**src/rtl/prio_encoder_pipe_pkg.sv**
```systemverilog
// Shared definitions for the pipelined priority encoder.
//   clog2      - ceiling log2, used to size the index outputs.
//   MODE_FIXED - RR_MODE value for fixed priority (highest index wins).
//   MODE_RR    - RR_MODE value for round-robin priority.
package prio_encoder_pipe_pkg;

    localparam int unsigned MODE_FIXED = 0;
    localparam int unsigned MODE_RR    = 1;

    // Smallest r with 2**r >= v; returns 0 for v <= 1.
    function automatic int unsigned clog2(input int unsigned v);
        int unsigned r;
        r = 0;
        for (int i = 0; i < 32; i++) begin
            if ((32'd1 << i) < v) begin
                r = i + 1;
            end
        end
        return r;
    endfunction

endpackage

```
**src/rtl/prio_encoder_pipe_pri_find.sv**
```systemverilog
// pri_find: combinational highest-set-bit finder.
//   vec - N-bit input vector
//   idx - index of the highest set bit of vec (0 when vec is all zero)
//   any - 1 when at least one bit of vec is set
module pri_find #(
    parameter int unsigned N = 8,
    parameter int unsigned W = 3
) (
    input  logic [N-1:0] vec,
    output logic [W-1:0] idx,
    output logic         any
);

    // Ascending scan: the last set bit seen is the highest one.
    always_comb begin
        idx = '0;
        any = 1'b0;
        for (int i = 0; i < N; i++) begin
            if (vec[i]) begin
                idx = W'(i);
                any = 1'b1;
            end
        end
    end

endmodule

```
**src/rtl/prio_encoder_pipe.sv**
```systemverilog
// prio_encoder_pipe: priority encoder with a one-deep valid/ready output stage.
//   clk       - clock, all state on the rising edge
//   rst       - synchronous active-high reset
//   en        - enable; 0 blocks capture of new requests (draining still works)
//   req       - N-bit request vector
//   req_valid - req is valid this cycle
//   req_ready - block accepts req this cycle
//   idx       - registered index of the winning request
//   any       - registered flag: captured req had at least one bit set
//   out_valid - idx/any hold a result
//   out_ready - downstream accepts idx/any
// RR_MODE selects fixed priority (highest index wins) or round-robin.
module prio_encoder_pipe
    import prio_encoder_pipe_pkg::*;
#(
    parameter int unsigned N       = 8,
    parameter int unsigned RR_MODE = MODE_FIXED,
    localparam int unsigned W      = clog2(N)
) (
    input  logic         clk,
    input  logic         rst,
    input  logic         en,
    input  logic [N-1:0] req,
    input  logic         req_valid,
    output logic         req_ready,
    output logic [W-1:0] idx,
    output logic         any,
    output logic         out_valid,
    input  logic         out_ready
);

    logic         capture;
    logic [W-1:0] win_idx;
    logic         win_any;

    // Accept when the stage is empty or is being drained this cycle.
    assign req_ready = en & (~out_valid | out_ready);
    assign capture   = req_valid & req_ready;

    if (RR_MODE == MODE_RR) begin : g_rr
        logic [W-1:0] ptr;
        logic [N-1:0] mask;
        logic [W-1:0] m_idx;
        logic [W-1:0] u_idx;
        logic         m_any;
        logic         u_any;

        always_comb begin
            mask = '0;
            for (int i = 0; i < N; i++) begin
                mask[i] = (W'(i) <= ptr);
            end
        end

        // Masked search covers ptr..0; if empty, the unmasked highest bit
        // is necessarily above ptr, giving the N-1..ptr+1 wraparound.
        pri_find #(.N(N), .W(W)) u_masked (
            .vec (req & mask),
            .idx (m_idx),
            .any (m_any)
        );

        pri_find #(.N(N), .W(W)) u_full (
            .vec (req),
            .idx (u_idx),
            .any (u_any)
        );

        assign win_idx = m_any ? m_idx : u_idx;
        assign win_any = u_any;

        // Granted source becomes lowest priority next time.
        always_ff @(posedge clk) begin
            if (rst) begin
                ptr <= W'(N - 1);
            end else if (capture && win_any) begin
                ptr <= (win_idx == '0) ? W'(N - 1) : win_idx - 1'b1;
            end
        end
    end else begin : g_fixed
        pri_find #(.N(N), .W(W)) u_full (
            .vec (req),
            .idx (win_idx),
            .any (win_any)
        );
    end

    always_ff @(posedge clk) begin
        if (rst) begin
            out_valid <= 1'b0;
            idx       <= '0;
            any       <= 1'b0;
        end else if (capture) begin
            out_valid <= 1'b1;
            idx       <= win_idx;
            any       <= win_any;
        end else if (out_ready) begin
            out_valid <= 1'b0;
        end
    end

endmodule

```
**config.mk**
```make
export PLATFORM = sky130hd
export DESIGN_NAME = prio_encoder_pipe
export DESIGN_NICKNAME = d
export VERILOG_FILES = /design/src/rtl/prio_encoder_pipe_pkg.sv /design/src/rtl/prio_encoder_pipe_pri_find.sv /design/src/rtl/prio_encoder_pipe.sv
export SDC_FILE = /design/constraint.sdc
export NUM_CORES = 1
export LEC_CHECK = 0
export ABC_AREA = 1
export ABC_CLOCK_PERIOD_IN_PS = 2400
export BUFFER_PORTS_ARGS = -buffer_cell sky130_fd_sc_hd__buf_2
export CORE_AREA = 2 2 39 41
export CTS_CLUSTER_DIAMETER = 30
export DETAILED_ROUTE_END_ITERATION = 8
export DIE_AREA = 0 0 41 43
export PLACE_DENSITY = 0.49
export SKIP_LAST_GASP = 1
export SYNTH_ARGS = -nofsm -noshare
export SYNTH_HDL_FRONTEND = slang
export SYNTH_HIERARCHICAL = 1
export SYNTH_SLANG_ARGS = --single-unit
export TNS_END_PERCENT = 5
```
**constraint.sdc**
```tcl
create_clock -name clk -period 2.4 [get_ports clk]
set_clock_uncertainty 0.05 [all_clocks]
set_input_delay 0.24 -clock clk [delete_from_list [all_inputs] [get_ports clk]]
set_output_delay 0.24 -clock clk [all_outputs]
set_load 0.02 [all_outputs]
```
==> impl_results.html, run 1 <==
<table>
<tr><th>Metric</th><th>Value</th></tr>
<tr><th colspan="2">Outcome</th></tr>
<tr><td>Outcome</td><td>finished clean</td></tr>
<tr><th colspan="2">Route</th></tr>
<tr><td>Ratio of routed vias to standard cells</td><td>3.89</td></tr>
<tr><td>Total via count in the routed design</td><td>385</td></tr>
<tr><td>Drt pass-1 iters</td><td>2</td></tr>
<tr><td>Number of DRC violations after detailed routing</td><td>0</td></tr>
<tr><td>Number of nets with antenna violations after routing</td><td>0</td></tr>
<tr><td>Average wire per standard cell</td><td>6.62 µm</td></tr>
<tr><td>Total detailed-routing wirelength</td><td>655 µm</td></tr>
<tr><td>Initial DRC Count</td><td>2</td></tr>
<tr><th colspan="2">Floorplanning</th></tr>
<tr><td>Initial cell density of the core</td><td>24.2%</td></tr>
<tr><td>Area inside the core boundary</td><td>1380 µm²</td></tr>
<tr><td>Vertical die dimension</td><td>43 µm</td></tr>
<tr><td>Io pins</td><td>19</td></tr>
<tr><td>Die ar.</td><td>1760 µm²</td></tr>
<tr><td>Row cnt</td><td>14</td></tr>
<tr><td>Chip Width</td><td>41 µm</td></tr>
<tr><th colspan="2">GRT</th></tr>
<tr><td>Number of antenna violations at the first check in global routing</td><td>0</td></tr>
<tr><td>Vias in the first global route</td><td>371</td></tr>
<tr><td>Met2 Track Usage GR</td><td>15.0%</td></tr>
<tr><td>Global-route layer with the greatest usage</td><td>met2</td></tr>
<tr><td>Wire length of the first global-routing pass</td><td>1300 µm</td></tr>
<tr><td>Residual overflow from global routing</td><td>0</td></tr>
<tr><td>Overall track demand over capacity in global routing</td><td>11.1%</td></tr>
<tr><td>Global routing met3 resource utilization</td><td>4.71%</td></tr>
<tr><td>Maximum number of pins on one net before global-route repair</td><td>7</td></tr>
<tr><td>Global-route met1 utilization</td><td>13.5%</td></tr>
<tr><th colspan="2">STA</th></tr>
<tr><td>Slew Limit Headroom</td><td>87.6%</td></tr>
<tr><td>RSZ-0062 raised after global routing</td><td>no</td></tr>
<tr><td>Slew at the pin closest to its max-slew limit</td><td>0.185 ns</td></tr>
<tr><td>Final Hold Viols</td><td>0</td></tr>
<tr><td>Count of final max-slew check failures</td><td>0</td></tr>
<tr><td>FMAX</td><td>847 MHz</td></tr>
<tr><td>Worst hold slack after final layout</td><td>0.235 ns</td></tr>
<tr><td>Fin crit share</td><td>49.2%</td></tr>
<tr><td>Setup Viol. Count Final</td><td>0</td></tr>
<tr><td>Shortest clock period the worst path allows after layout</td><td>1.18 ns</td></tr>
<tr><td>Setup total negative slack</td><td>0 ns</td></tr>
<tr><th colspan="2">Clock tree</th></tr>
<tr><td>Clk_lat worst skew</td><td>0.24 ns</td></tr>
<tr><td>Clock tree root driver cell</td><td>sky130_fd_sc_hd__clkbuf_4</td></tr>
<tr><td>Clock edge transition at the registers on the reported setup and hold paths</td><td>0.04 ns</td></tr>
<tr><td>TritonCTS clock tree</td><td>done</td></tr>
<tr><td>Count of hold-fix buffers inserted at cts</td><td>0</td></tr>
<tr><td>Maximum level of the CTS H-tree</td><td>1</td></tr>
<tr><td>Buffer depth of the longest clock path</td><td>2</td></tr>
<tr><td>Post-CTS Setup Inserts</td><td>0</td></tr>
<tr><td>CTS Buf Count</td><td>3</td></tr>
<tr><td>Resized cells post-CTS</td><td>0</td></tr>
<tr><td>Clock net sink count</td><td>5</td></tr>
<tr><th colspan="2">Synthesis</th></tr>
<tr><td>Synthesized flop and latch total</td><td>5</td></tr>
<tr><td>Synth Cell Area</td><td>335 µm²</td></tr>
<tr><td>Portion of the post-synthesis area used by sequential elements</td><td>29.9%</td></tr>
<tr><td>Net count after synthesis</td><td>74</td></tr>
<tr><td>Synth unique cells</td><td>10</td></tr>
<tr><td>Mapped Avg Cell Area</td><td>5.50 µm²</td></tr>
<tr><td>Number of warnings reported in the yosys synthesis log</td><td>6</td></tr>
<tr><td>Post-Syn Instances</td><td>61</td></tr>
<tr><th colspan="2">Worst setup path</th></tr>
<tr><td>Arrival time worst endpoint</td><td>0.89 ns</td></tr>
<tr><td>Critical Path, Cell by Cell</td><td>a21boi_0 &gt; buf_2</td></tr>
<tr><td>Crit Path Category</td><td>reg2out</td></tr>
<tr><td>Worst setup SP type</td><td>flip-flop</td></tr>
<tr><td>Sort of element at the end of the critical path</td><td>output pin</td></tr>
<tr><td>Worst path max stage delay</td><td>0.32 ns</td></tr>
<tr><td>Required time of the critical path</td><td>2.11 ns</td></tr>
<tr><td>R2R Setup Slk</td><td>1.52 ns</td></tr>
<tr><td>Standard cell with the maximum stage delay on the critical path</td><td>sky130_fd_sc_hd__dfxtp_1</td></tr>
<tr><td>Maximum fanout along the worst path</td><td>3</td></tr>
<tr><th colspan="2">Placement</th></tr>
<tr><td>Number of buffers inserted by port buffering</td><td>18</td></tr>
<tr><td>Placer Congestion</td><td>0.663</td></tr>
<tr><td>Post-detailed-placement half-perimeter wirelength</td><td>573 µm</td></tr>
<tr><td>Inst Count DP</td><td>95</td></tr>
<tr><th colspan="2">Power</th></tr>
<tr><td>Leak Pwr</td><td>0.000331 µW</td></tr>
<tr><td>Power density normalized to cell area</td><td>521 nW/µm²</td></tr>
<tr><td>Largest voltage drop on the vdd net</td><td>0.000228 V</td></tr>
<tr><th colspan="2">Cells and area</th></tr>
<tr><td>P&amp;R area growth vs syn</td><td>40.7%</td></tr>
<tr><td>ANT cells</td><td>0</td></tr>
<tr><td>Post-layout instance count excluding filler cells</td><td>99</td></tr>
<tr><td>Share of post-route cells with drive strength above 1</td><td>27.7%</td></tr>
<tr><td>Layout Nets</td><td>97</td></tr>
<tr><th colspan="2">Run</th></tr>
<tr><td>Max-cap check violation count</td><td>0</td></tr>
<tr><th colspan="2">Min path</th></tr>
<tr><td>Kind of path behind the tightest hold check</td><td>in2reg</td></tr>
</table>
-- kinds of logic after synthesis --
logic type	synth area share (%)
buffers and inverters	23.5
AND/OR/NAND/NOR	44.4
flip-flops	29.9
AO/OA/AOI/OAI	2.24
-- layer usage --
metal	vias to the layer above	share of wire [%]
met5	-	0
met4	0	1.5
met3	2	8.2
met2	13	43
met1	151	47
li1	219	-
-- sequential cells by signal (all words and copies together), names as in the netlist --
register / count
idx: 3
any: 1
out_valid: 1
-- Yosys cell counts, drive strengths merged --
cell type	instances	area share, %
a21boi	1	2.2
dfxtp	5	30
inv	21	24
nand2	21	24
nand3	2	4.5
nand4	4	7.5
nor2	6	6.7
nor3	1	1.5
-- area by class of cell --
type	count	area [µm²]
sequential	5	100
timing repair buffer	18	90.1
tap	16	20.0
multi-input combinational	35	156
inverter	21	78.8
fill	175	912
clock buffer	4	26.3
-- where the power goes --
group / switching, µW / internal (µW)
clock network: 36.0 / 62.9
logic: 33.1 / 22.1
registers: 2.65 / 89.2
-- placed cells by master (no fill, tap or decap) --
master / count
sky130_fd_sc_hd__nand3_2: 1
sky130_fd_sc_hd__nor2_1: 6
sky130_fd_sc_hd__nor3_1: 1
sky130_fd_sc_hd__a21boi_0: 1
sky130_fd_sc_hd__buf_2: 18
sky130_fd_sc_hd__clkbuf_1: 1
sky130_fd_sc_hd__inv_1: 21
sky130_fd_sc_hd__nand2_2: 1
sky130_fd_sc_hd__clkbuf_4: 3
sky130_fd_sc_hd__dfxtp_1: 5
sky130_fd_sc_hd__nand2_1: 20
sky130_fd_sc_hd__nand4_1: 4
sky130_fd_sc_hd__nand3_1: 1
-- final timing paths --
check / from / endpoint / cells past startpoint
worst min register to register: idx[0] / idx[0] / 4
worst max-delay path: out_valid / req_ready / 2
worst max register to register: out_valid / any / 5
worst min-delay path: rst / out_valid / 4
-- metrics by stage --
step / worst slack (ns) / power (µW) / util (%) / instance area (µm²)
2_1_floorplan: 1.19 / 127 / - / 335
3_3_place_gp: 1.34 / 149 / 32.2 / 445
3_5_place_dp: 1.34 / 149 / 32.2 / 445
4_1_cts: 1.20 / 253 / 34.1 / 472
5_1_grt: 1.12 / 269 / 34.1 / 472
6_report: 1.22 / 246 / 34.1 / 472
-- worst max-delay path, delay by kind of cell, from the launching register on --
family | cells | cell delay (ns)
AO/OA/AOI/OAI | 1 | 0.15
flip-flops | 1 | 0.32
buffers and inverters | 1 | 0.18
Power figures use the tool's default switching activity.
==> run 2: changes to the inputs <==
--- a/config.mk
+++ b/config.mk
@@ -5,14 +5,14 @@
 export SDC_FILE = /design/constraint.sdc
 export NUM_CORES = 1
 export LEC_CHECK = 0
-export ABC_AREA = 1
-export ABC_CLOCK_PERIOD_IN_PS = 2400
+export ABC_AREA = 0
+export ABC_CLOCK_PERIOD_IN_PS = 1100
 export BUFFER_PORTS_ARGS = -buffer_cell sky130_fd_sc_hd__buf_2
 export CORE_AREA = 2 2 39 41
 export CTS_CLUSTER_DIAMETER = 30
 export DETAILED_ROUTE_END_ITERATION = 8
 export DIE_AREA = 0 0 41 43
-export PLACE_DENSITY = 0.49
+export PLACE_DENSITY = 0.47
 export SKIP_LAST_GASP = 1
 export SYNTH_ARGS = -nofsm -noshare
 export SYNTH_HDL_FRONTEND = slang
==> constraint.sdc (replaced) <==
create_clock -name clk -period 1.1 [get_ports clk]
set_clock_uncertainty 0.05 [all_clocks]
set_input_delay 0.11 -clock clk [delete_from_list [all_inputs] [get_ports clk]]
set_output_delay 0.11 -clock clk [all_outputs]
set_load 0.02 [all_outputs]
==> run 2 against run 1 <==
Effect of this change: core utilization is 1.4 points lower; synthesized cell count is 43% lower; non-clock buffer count is 1 higher; sequential share of layout area is 1.2 points higher; critical path depth is 1 higher; global-route usage is 2.3 points lower; worst hold slack worse by 0.16 ns; critical path type unchanged; cell count is 26% lower; largest power group unchanged; area after synthesis is 7.5% lower.
==> impl_results.html, run 2 <==
<table>
<tr><th>Metric</th><th>Value</th></tr>
<tr><th colspan="2">Cells and area</th></tr>
<tr><td>FF/Latch Area</td><td>101 µm² (+1.2%)</td></tr>
<tr><td>Largest register by flop count</td><td>idx</td></tr>
<tr><td>Fill cell total of the finished layout</td><td>153 (-13%)</td></tr>
<tr><td>P&amp;R area growth vs syn</td><td>45.6%</td></tr>
<tr><td>Most frequent cells in the layout</td><td>sky130_fd_sc_hd__buf_2 (17), sky130_fd_sc_hd__nand2b_1 (8), sky130_fd_sc_hd__mux2i_1 (4), sky130_fd_sc_hd__dfxtp_1 (4), sky130_fd_sc_hd__nor2_1 (4)</td></tr>
<tr><td>Total non-filler cell area in the finished layout</td><td>452 µm² (-4.2%)</td></tr>
<tr><td>ANT cells</td><td>0 (unchanged)</td></tr>
<tr><td>Layout Nets</td><td>71 (-27%)</td></tr>
<tr><td>Share of post-route cells with drive strength above 1</td><td>47.4% (+20 points)</td></tr>
<tr><td>Largest registers in the final layout</td><td>idx: 3 flops, any: 1 flops, out_valid: 1 flops</td></tr>
<tr><td>Multi-input gate area</td><td>193 µm² (+23%)</td></tr>
<tr><td>Largest register FFs</td><td>3 (unchanged)</td></tr>
<tr><td>Most common library cell in the layout ignoring fill and taps</td><td>sky130_fd_sc_hd__buf_2</td></tr>
<tr><th colspan="2">GRT</th></tr>
<tr><td>Vias in the first global route</td><td>258 (-30%)</td></tr>
<tr><td>Global routing met3 resource utilization</td><td>0% (-4.7 points)</td></tr>
<tr><td>Wire length of the first global-routing pass</td><td>986 µm (-24%)</td></tr>
<tr><td>Residual overflow from global routing</td><td>0 (unchanged)</td></tr>
<tr><td>Met2 Track Usage GR</td><td>12.5% (-2.5 points)</td></tr>
<tr><td>Maximum number of pins on one net before global-route repair</td><td>10 (+3)</td></tr>
<tr><td>Global-route layer with the greatest usage</td><td>met2</td></tr>
<tr><td>Number of antenna violations at the first check in global routing</td><td>0 (unchanged)</td></tr>
<tr><td>Global-route met1 utilization</td><td>9.68% (-3.8 points)</td></tr>
<tr><td>Overall track demand over capacity in global routing</td><td>8.84% (-2.3 points)</td></tr>
<tr><th colspan="2">Synthesis</th></tr>
<tr><td>Number of warnings reported in the yosys synthesis log</td><td>6 (unchanged)</td></tr>
<tr><td>Most instantiated library cell after synthesis</td><td>sky130_fd_sc_hd__nand2b_1</td></tr>
<tr><td>Synth Cell Area</td><td>310 µm² (-7.5%)</td></tr>
<tr><td>Ys flop type</td><td>sky130_fd_sc_hd__dfxtp_1</td></tr>
<tr><td>Synth Area in Compound Gates</td><td>9.68% (+7.4 points)</td></tr>
<tr><td>Portion of the post-synthesis area used by sequential elements</td><td>32.3% (+2.4 points)</td></tr>
<tr><td>Post-synthesis cell type with the largest combined area</td><td>sky130_fd_sc_hd__dfxtp_1</td></tr>
<tr><td>Largest cells by area after synthesis</td><td>sky130_fd_sc_hd__dfxtp_1 (32%), sky130_fd_sc_hd__nand2b_1 (16%), sky130_fd_sc_hd__mux2i_1 (13%), sky130_fd_sc_hd__a21oi_1 (4.8%), sky130_fd_sc_hd__nor2_1 (4.8%)</td></tr>
<tr><td>Net count after synthesis</td><td>48 (-35%)</td></tr>
<tr><td>Synth top area share</td><td>32.3% (+2.4 points)</td></tr>
<tr><td>Largest family of logic cells by synthesized area</td><td>simple AND/OR/NAND/NOR gates</td></tr>
<tr><td>Commonest cells post-synth</td><td>sky130_fd_sc_hd__nand2b_1 (8), sky130_fd_sc_hd__dfxtp_1 (5), sky130_fd_sc_hd__mux2i_1 (4), sky130_fd_sc_hd__nor2_1 (4), sky130_fd_sc_hd__a21oi_1 (3)</td></tr>
<tr><td>Number of synthesized flops with an enable pin</td><td>0 (unchanged)</td></tr>
<tr><td>Asr flop ratio synth</td><td>0% (unchanged)</td></tr>
<tr><td>Share of cell area taken by muxes after synthesis</td><td>12.9% (+13 points)</td></tr>
<tr><td>Synthesized flop and latch total</td><td>5 (unchanged)</td></tr>
<tr><td>Post-Syn Instances</td><td>35 (-43%)</td></tr>
<tr><td>Adder and majority gate portion of the synthesized area</td><td>0% (unchanged)</td></tr>
<tr><td>Area share of xor/xnor cells in the synthesized design</td><td>0% (unchanged)</td></tr>
<tr><td>Synth unique cells</td><td>15 (+5)</td></tr>
<tr><td>Mapped Avg Cell Area</td><td>8.87 µm² (+61%)</td></tr>
<tr><td>Basic-gate share of the synthesized area counting and, or, nand and nor cells</td><td>39.1% (-5.3 points)</td></tr>
<tr><th colspan="2">Power</th></tr>
<tr><td>Largest voltage drop on the vdd net</td><td>0.000269 V (+18%)</td></tr>
<tr><td>Leak Pwr</td><td>0.000228 µW (-31%)</td></tr>
<tr><td>Power density normalized to cell area</td><td>1200 nW/µm² (+130%)</td></tr>
<tr><th colspan="2">Clock tree</th></tr>
<tr><td>Clock net sink count</td><td>5 (unchanged)</td></tr>
<tr><td>CTS Buf Count</td><td>3 (unchanged)</td></tr>
<tr><td>TritonCTS clock tree</td><td>done</td></tr>
<tr><td>Clk_lat worst skew</td><td>0.25 ns (about the same)</td></tr>
<tr><td>Clock tree root driver cell</td><td>sky130_fd_sc_hd__clkbuf_4</td></tr>
<tr><td>Clock edge transition at the registers on the reported setup and hold paths</td><td>0.05 ns (about the same)</td></tr>
<tr><td>Buffer depth of the longest clock path</td><td>2 (unchanged)</td></tr>
<tr><td>Maximum level of the CTS H-tree</td><td>1 (unchanged)</td></tr>
<tr><td>Count of hold-fix buffers inserted at cts</td><td>0 (unchanged)</td></tr>
<tr><th colspan="2">Floorplanning</th></tr>
<tr><td>Initial cell density of the core</td><td>22.4% (-1.8 points)</td></tr>
<tr><td>Chip Width</td><td>41 µm (unchanged)</td></tr>
<tr><td>Area inside the core boundary</td><td>1380 µm² (unchanged)</td></tr>
<tr><td>Vertical die dimension</td><td>43 µm (unchanged)</td></tr>
<tr><td>Io pins</td><td>19 (unchanged)</td></tr>
<tr><td>Row cnt</td><td>14 (unchanged)</td></tr>
<tr><td>Die ar.</td><td>1760 µm² (unchanged)</td></tr>
<tr><th colspan="2">Route</th></tr>
<tr><td>Total detailed-routing wirelength</td><td>648 µm (-1.1%)</td></tr>
<tr><td>Total via count in the routed design</td><td>294 (-24%)</td></tr>
<tr><td>Average wire per standard cell</td><td>8.88 µm (+34%)</td></tr>
<tr><td>Number of DRC violations after detailed routing</td><td>0 (unchanged)</td></tr>
<tr><td>Number of nets with antenna violations after routing</td><td>0 (unchanged)</td></tr>
<tr><td>Initial DRC Count</td><td>1 (-1)</td></tr>
<tr><td>Drt pass-1 iters</td><td>2 (unchanged)</td></tr>
<tr><td>Ratio of routed vias to standard cells</td><td>4.03 (+3.6%)</td></tr>
<tr><th colspan="2">Min path</th></tr>
<tr><td>Startpoint of the tightest hold check path</td><td>rst</td></tr>
<tr><td>Hold Path Depth</td><td>2 (-2)</td></tr>
<tr><td>Kind of path behind the tightest hold check</td><td>in2reg</td></tr>
<tr><td>End of the worst hold path</td><td>out_valid</td></tr>
<tr><th colspan="2">Run</th></tr>
<tr><td>Max-cap check violation count</td><td>0 (unchanged)</td></tr>
<tr><th colspan="2">Worst setup path</th></tr>
<tr><td>R2R Setup Slk</td><td>0.09 ns (-1.43 ns)</td></tr>
<tr><td>Maximum fanout along the worst path</td><td>2 (-1)</td></tr>
<tr><td>Arrival time worst endpoint</td><td>0.90 ns (about the same)</td></tr>
<tr><td>Worst setup SP type</td><td>flip-flop</td></tr>
<tr><td>Number of cells on the worst reg-to-reg path</td><td>4 (-1)</td></tr>
<tr><td>Sort of element at the end of the critical path</td><td>output pin</td></tr>
<tr><td>Startpoint of the worst-slack reg-to-reg timing path</td><td>out_valid</td></tr>
<tr><td>Crit Path Category</td><td>reg2out</td></tr>
<tr><td>Worst reg2reg path endpoint</td><td>idx[1]</td></tr>
<tr><td>Required time of the critical path</td><td>0.94 ns (-1.17 ns)</td></tr>
<tr><th colspan="2">Placement</th></tr>
<tr><td>Number of buffers inserted by port buffering</td><td>18 (unchanged)</td></tr>
<tr><td>Placement-stage cell area</td><td>409 µm² (-8.1%)</td></tr>
<tr><td>Placer Congestion</td><td>0.615 (-7.4%)</td></tr>
<tr><th colspan="2">STA</th></tr>
<tr><td>FMAX</td><td>946 MHz</td></tr>
<tr><td>Shortest clock period the worst path allows after layout</td><td>1.06 ns</td></tr>
<tr><td>Setup total negative slack</td><td>0 ns (unchanged)</td></tr>
<tr><td>Slew at the pin closest to its max-slew limit</td><td>0.217 ns (+0.0314 ns)</td></tr>
<tr><td>Fin crit share</td><td>96.1%</td></tr>
<tr><td>Final Hold Viols</td><td>0 (unchanged)</td></tr>
<tr><td>Count of final max-slew check failures</td><td>0 (unchanged)</td></tr>
<tr><td>Slew Limit Headroom</td><td>85.4% (-2.2 points)</td></tr>
<tr><td>RSZ-0062 raised after global routing</td><td>no</td></tr>
<tr><td>Setup Viol. Count Final</td><td>0 (unchanged)</td></tr>
<tr><th colspan="2">Outcome</th></tr>
<tr><td>Outcome</td><td>finished clean</td></tr>
</table>
[run 2: routing by layer]
layer / up-vias / wire, µm
met4: 0 / 0
met1: 121 / 288
met5: - / 0
met3: 0 / 43
met2: 13 / 316
li1: 160 / -
[run 2: worst max path at each step]
| stage | startpoint | to | slack [ns] | cells past startpoint |
|---|---|---|---|---|
| after CTS | out_valid | req_ready | 0.004 | 3 |
| after global routing | out_valid | req_ready | 0.003 | 3 |
| after global placement | out_valid | idx[1] | 0.20 | 3 |
| after detailed placement | out_valid | idx[0] | 0.18 | 3 |
| final | out_valid | req_ready | 0.04 | 3 |
| after floorplan | out_valid | idx[0] | 0.06 | 4 |
[run 2: cells by family (layout without fill, tap and decap cells)]
family                 Yosys count  after routing
buffers and inverters            3             25
muxes                            4              4
and+or+nand+nor                 18             18
DFF                              5              5
AOI/OAI and AO/OA                5              5
[run 2: report_power, final]
| group | switching, µW | total (µW) | internal [µW] |
|---|---|---|---|
| logic | 61.1 | 121 | 59.6 |
| clock network | 81.5 | 219 | 138 |
| registers | 7.16 | 203 | 196 |
[run 2: per-stage QoR]
| stage | hold slack [ns] | util [%] | total power [µW] | setup WS [ns] | std cells |
|---|---|---|---|---|---|
| floorplan | 0.129 | - | 275 | 0.0615 | 35 |
| global placement | 0.330 | 29.6 | 320 | 0.201 | 68 |
| detailed placement | 0.324 | 29.6 | 320 | 0.181 | 68 |
| CTS | 0.0635 | 32.6 | 558 | 0.00406 | 73 |
| global route | 0.0952 | 32.6 | 575 | 0.00344 | 73 |
| finish | 0.0718 | 32.6 | 542 | 0.0432 | 73 |
[run 2: what timing repair did]
action                                 CTS  global route
setup endpoints to repair                1             1
endpoints found under the hold margin    0             0
pin swaps                                0             1
cloned                                   0             0
setup buffers                            1             0
gates resized for setup                  4             0
[run 2: final cells by class]
class,count,share of cell area (%)
clock buffers,4,5.82
inverters,2,1.66
multi-input cells,27,42.7
flip-flops and latches,5,22.4
well taps,16,4.43
repair buffers,19,23.0
[run 2: critical path, stage by stage, from the launching register on]
cell                       delay, ns
sky130_fd_sc_hd__dfxtp_2        0.35
sky130_fd_sc_hd__nand2b_4       0.05
sky130_fd_sc_hd__and2_4         0.13
sky130_fd_sc_hd__buf_6          0.12
==> run 3: changes to the inputs <==
--- a/config.mk
+++ b/config.mk
@@ -9,6 +9,7 @@
 export ABC_CLOCK_PERIOD_IN_PS = 1100
 export BUFFER_PORTS_ARGS = -buffer_cell sky130_fd_sc_hd__buf_2
 export CORE_AREA = 2 2 39 41
+export CTS_BUF_LIST = sky130_fd_sc_hd__clkbuf_4 sky130_fd_sc_hd__clkbuf_8
 export CTS_CLUSTER_DIAMETER = 30
 export DETAILED_ROUTE_END_ITERATION = 8
 export DIE_AREA = 0 0 41 43
==> run 3 against run 2 <==
Effect of this change: worst hold slack lost 0.023 ns; first-iteration DRC count shrank 100%; highest routed layer is now met4; die area is the same; largest cell class unchanged; largest power group unchanged; critical path depth is the same.
==> impl_results.html, run 3 (same netlist as run 2, synthesis figures left out) <==
<table>
<tr><th>Metric</th><th>Value</th></tr>
<tr><th colspan="2">Clock tree</th></tr>
<tr><td>Clock tree root driver cell</td><td>sky130_fd_sc_hd__clkbuf_4</td></tr>
<tr><td>Buffer depth of the longest clock path</td><td>2 (unchanged)</td></tr>
<tr><td>Post-CTS Setup Inserts</td><td>0 (-1)</td></tr>
<tr><td>Clock net sink count</td><td>5 (unchanged)</td></tr>
<tr><td>CTS Buf Count</td><td>3 (unchanged)</td></tr>
<tr><td>Clk_lat worst skew</td><td>0.24 ns (about the same)</td></tr>
<tr><td>TritonCTS clock tree</td><td>done</td></tr>
<tr><td>Maximum level of the CTS H-tree</td><td>1 (unchanged)</td></tr>
<tr><td>Clock edge transition at the registers on the reported setup and hold paths</td><td>0.04 ns (about the same)</td></tr>
<tr><th colspan="2">Cells and area</th></tr>
<tr><td>Largest register FFs</td><td>3 (unchanged)</td></tr>
<tr><td>Post-layout instance count excluding filler cells</td><td>72 (-1.4%)</td></tr>
<tr><td>Largest register by flop count</td><td>idx</td></tr>
<tr><td>P&amp;R area growth vs syn</td><td>44.4%</td></tr>
<tr><td>ANT cells</td><td>0 (unchanged)</td></tr>
<tr><td>Layout Nets</td><td>70 (-1.4%)</td></tr>
<tr><td>Fill cell total of the finished layout</td><td>152 (-0.65%)</td></tr>
<tr><td>Largest registers in the final layout</td><td>idx: 3 flops, any: 1 flops, out_valid: 1 flops</td></tr>
<tr><td>Most frequent cells in the layout</td><td>sky130_fd_sc_hd__buf_2 (17), sky130_fd_sc_hd__nand2b_1 (8)</td></tr>
<tr><td>Most common library cell in the layout ignoring fill and taps</td><td>sky130_fd_sc_hd__buf_2</td></tr>
<tr><td>Share of post-route cells with drive strength above 1</td><td>48.2% (+0.85 points)</td></tr>
<tr><th colspan="2">Floorplanning</th></tr>
<tr><td>Io pins</td><td>19 (unchanged)</td></tr>
<tr><td>Row cnt</td><td>14 (unchanged)</td></tr>
<tr><td>Vertical die dimension</td><td>43 µm (unchanged)</td></tr>
<tr><td>Initial cell density of the core</td><td>22.4% (unchanged)</td></tr>
<tr><td>Die ar.</td><td>1760 µm² (unchanged)</td></tr>
<tr><td>Chip Width</td><td>41 µm (unchanged)</td></tr>
<tr><td>Area inside the core boundary</td><td>1380 µm² (unchanged)</td></tr>
<tr><th colspan="2">Route</th></tr>
<tr><td>Number of DRC violations after detailed routing</td><td>0 (unchanged)</td></tr>
<tr><td>Ratio of routed vias to standard cells</td><td>4.00 (-0.68%)</td></tr>
<tr><td>Number of nets with antenna violations after routing</td><td>0 (unchanged)</td></tr>
<tr><td>Total via count in the routed design</td><td>288 (-2.0%)</td></tr>
<tr><td>Drt pass-1 iters</td><td>1 (-1)</td></tr>
<tr><td>Initial DRC Count</td><td>0 (-1)</td></tr>
<tr><td>Average wire per standard cell</td><td>8.06 µm (-9.3%)</td></tr>
<tr><td>Total detailed-routing wirelength</td><td>580 µm (-10%)</td></tr>
<tr><th colspan="2">GRT</th></tr>
<tr><td>Maximum number of pins on one net before global-route repair</td><td>10 (unchanged)</td></tr>
<tr><td>Vias in the first global route</td><td>239 (-7.4%)</td></tr>
<tr><td>Residual overflow from global routing</td><td>0 (unchanged)</td></tr>
<tr><td>Number of antenna violations at the first check in global routing</td><td>0 (unchanged)</td></tr>
<tr><td>Wire length of the first global-routing pass</td><td>862 µm (-13%)</td></tr>
<tr><td>Overall track demand over capacity in global routing</td><td>7.43% (-1.4 points)</td></tr>
<tr><th colspan="2">Worst setup path</th></tr>
<tr><td>Arrival time worst endpoint</td><td>0.89 ns (about the same)</td></tr>
<tr><td>Worst path max stage delay</td><td>0.34 ns (about the same)</td></tr>
<tr><td>Crit Path Category</td><td>reg2out</td></tr>
<tr><td>Required time of the critical path</td><td>0.94 ns (about the same)</td></tr>
<tr><td>Critical Path, Cell by Cell</td><td>nand2b_4 &gt; and2_4 &gt; buf_6</td></tr>
<tr><td>Worst setup SP type</td><td>flip-flop</td></tr>
<tr><td>Number of cells on the worst reg-to-reg path</td><td>3 (-1)</td></tr>
<tr><td>Sort of element at the end of the critical path</td><td>output pin</td></tr>
<tr><td>Worst reg2reg path endpoint</td><td>idx[2]</td></tr>
<tr><td>Maximum fanout along the worst path</td><td>3 (+1)</td></tr>
<tr><td>Standard cell with the maximum stage delay on the critical path</td><td>sky130_fd_sc_hd__dfxtp_2</td></tr>
<tr><td>R2R Setup Slk</td><td>0.19 ns (+0.10 ns)</td></tr>
<tr><td>Startpoint of the worst-slack reg-to-reg timing path</td><td>out_valid</td></tr>
<tr><th colspan="2">STA</th></tr>
<tr><td>Final Hold Viols</td><td>0 (unchanged)</td></tr>
<tr><td>Setup Viol. Count Final</td><td>0 (unchanged)</td></tr>
<tr><td>Fin crit share</td><td>95.6% (-0.48 points)</td></tr>
<tr><td>RSZ-0062 raised after global routing</td><td>no</td></tr>
<tr><td>Setup total negative slack</td><td>0 ns (unchanged)</td></tr>
<tr><td>Slew at the pin closest to its max-slew limit</td><td>0.208 ns (-0.00879 ns)</td></tr>
<tr><td>Slew Limit Headroom</td><td>86.0% (+0.59 points)</td></tr>
<tr><td>Shortest clock period the worst path allows after layout</td><td>1.05 ns (-0.00523 ns)</td></tr>
<tr><td>Count of final max-slew check failures</td><td>0 (unchanged)</td></tr>
<tr><td>FMAX</td><td>951 MHz (+0.50%)</td></tr>
<tr><td>Final critical-path setup slack</td><td>0.0484 ns (+0.00523 ns)</td></tr>
<tr><th colspan="2">Placement</th></tr>
<tr><td>Number of buffers inserted by port buffering</td><td>18 (unchanged)</td></tr>
<tr><td>Placer Congestion</td><td>0.615 (unchanged)</td></tr>
<tr><td>Worst setup timing slack at the placement stage</td><td>0.181 ns (unchanged)</td></tr>
<tr><td>Inst Count DP</td><td>68 (unchanged)</td></tr>
<tr><th colspan="2">Outcome</th></tr>
<tr><td>Outcome</td><td>finished clean</td></tr>
<tr><th colspan="2">Power</th></tr>
<tr><td>Leak Pwr</td><td>0.000227 µW (-0.37%)</td></tr>
<tr><td>Largest voltage drop on the vdd net</td><td>0.000268 V (-0.53%)</td></tr>
<tr><td>Power density normalized to cell area</td><td>1250 nW/µm² (+4.1%)</td></tr>
<tr><th colspan="2">Run</th></tr>
<tr><td>Max-cap check violation count</td><td>0 (unchanged)</td></tr>
<tr><th colspan="2">Min path</th></tr>
<tr><td>End of the worst hold path</td><td>out_valid</td></tr>
<tr><td>Kind of path behind the tightest hold check</td><td>in2reg</td></tr>
<tr><td>Hold Path Depth</td><td>2 (unchanged)</td></tr>
<tr><td>Startpoint of the tightest hold check path</td><td>rst</td></tr>
</table>
[run 3: cell type report]
type	instances	area, µm²	area share [%]
sequential	5	101	22.6
clock buffer	4	30.0	6.70
tap	16	20.0	4.47
inverter	2	7.51	1.68
timing repair buffer	18	96.3	21.5
multi-input combinational	27	193	43.0
[run 3: worst max path at each step]
stage	end	cells after the start	startpoint	slack [ns]
global route	req_ready	3	out_valid	0.01
detailed placement	idx[0]	3	out_valid	0.18
CTS	req_ready	3	out_valid	0.01
finish	req_ready	3	out_valid	0.05
floorplan	idx[0]	4	out_valid	0.06
global placement	idx[1]	3	out_valid	0.20
[run 3: where the power goes]
part / switching [µW] / total, µW / internal [µW]
clock network: 77.9 / 240 / 162
logic: 59.6 / 118 / 58.1
registers: 6.88 / 203 / 196
[run 3: stage by stage]
step           power (µW)  utilization [%]  cell area [µm²]  hold WS [ns]
2_1_floorplan         275                -              310         0.129
3_3_place_gp          320             29.6              409         0.330
3_5_place_dp          320             29.6              409         0.324
4_1_cts               577             32.4              448        0.0512
5_1_grt               591             32.4              448        0.0805
6_report              560             32.4              448        0.0484
[run 3: what timing repair did]
action                                  CTS  global route
pin swaps                                 0             1
endpoints found under the setup margin    1             1
hold buffers                              0             0
gates cloned                              0             0
resized for setup                         4             0
[run 3: routing by layer]
metal  wire length, µm  part of all wire, %  up-vias  GRT usage (%)
met5                 0                    0        -              0
met4                14                  2.4        0           10.0
met3                50                  8.6        2          0.524
met2               256                   44       15           9.38
met1               258                   44      114           9.00
li1                  -                    -      157              -
[run 3: critical path, delay by kind of cell, from the launching register on]
kind,cells,cell delay (ns)
buf+inv,1,0.12
flops,1,0.34
simple gates,2,0.19
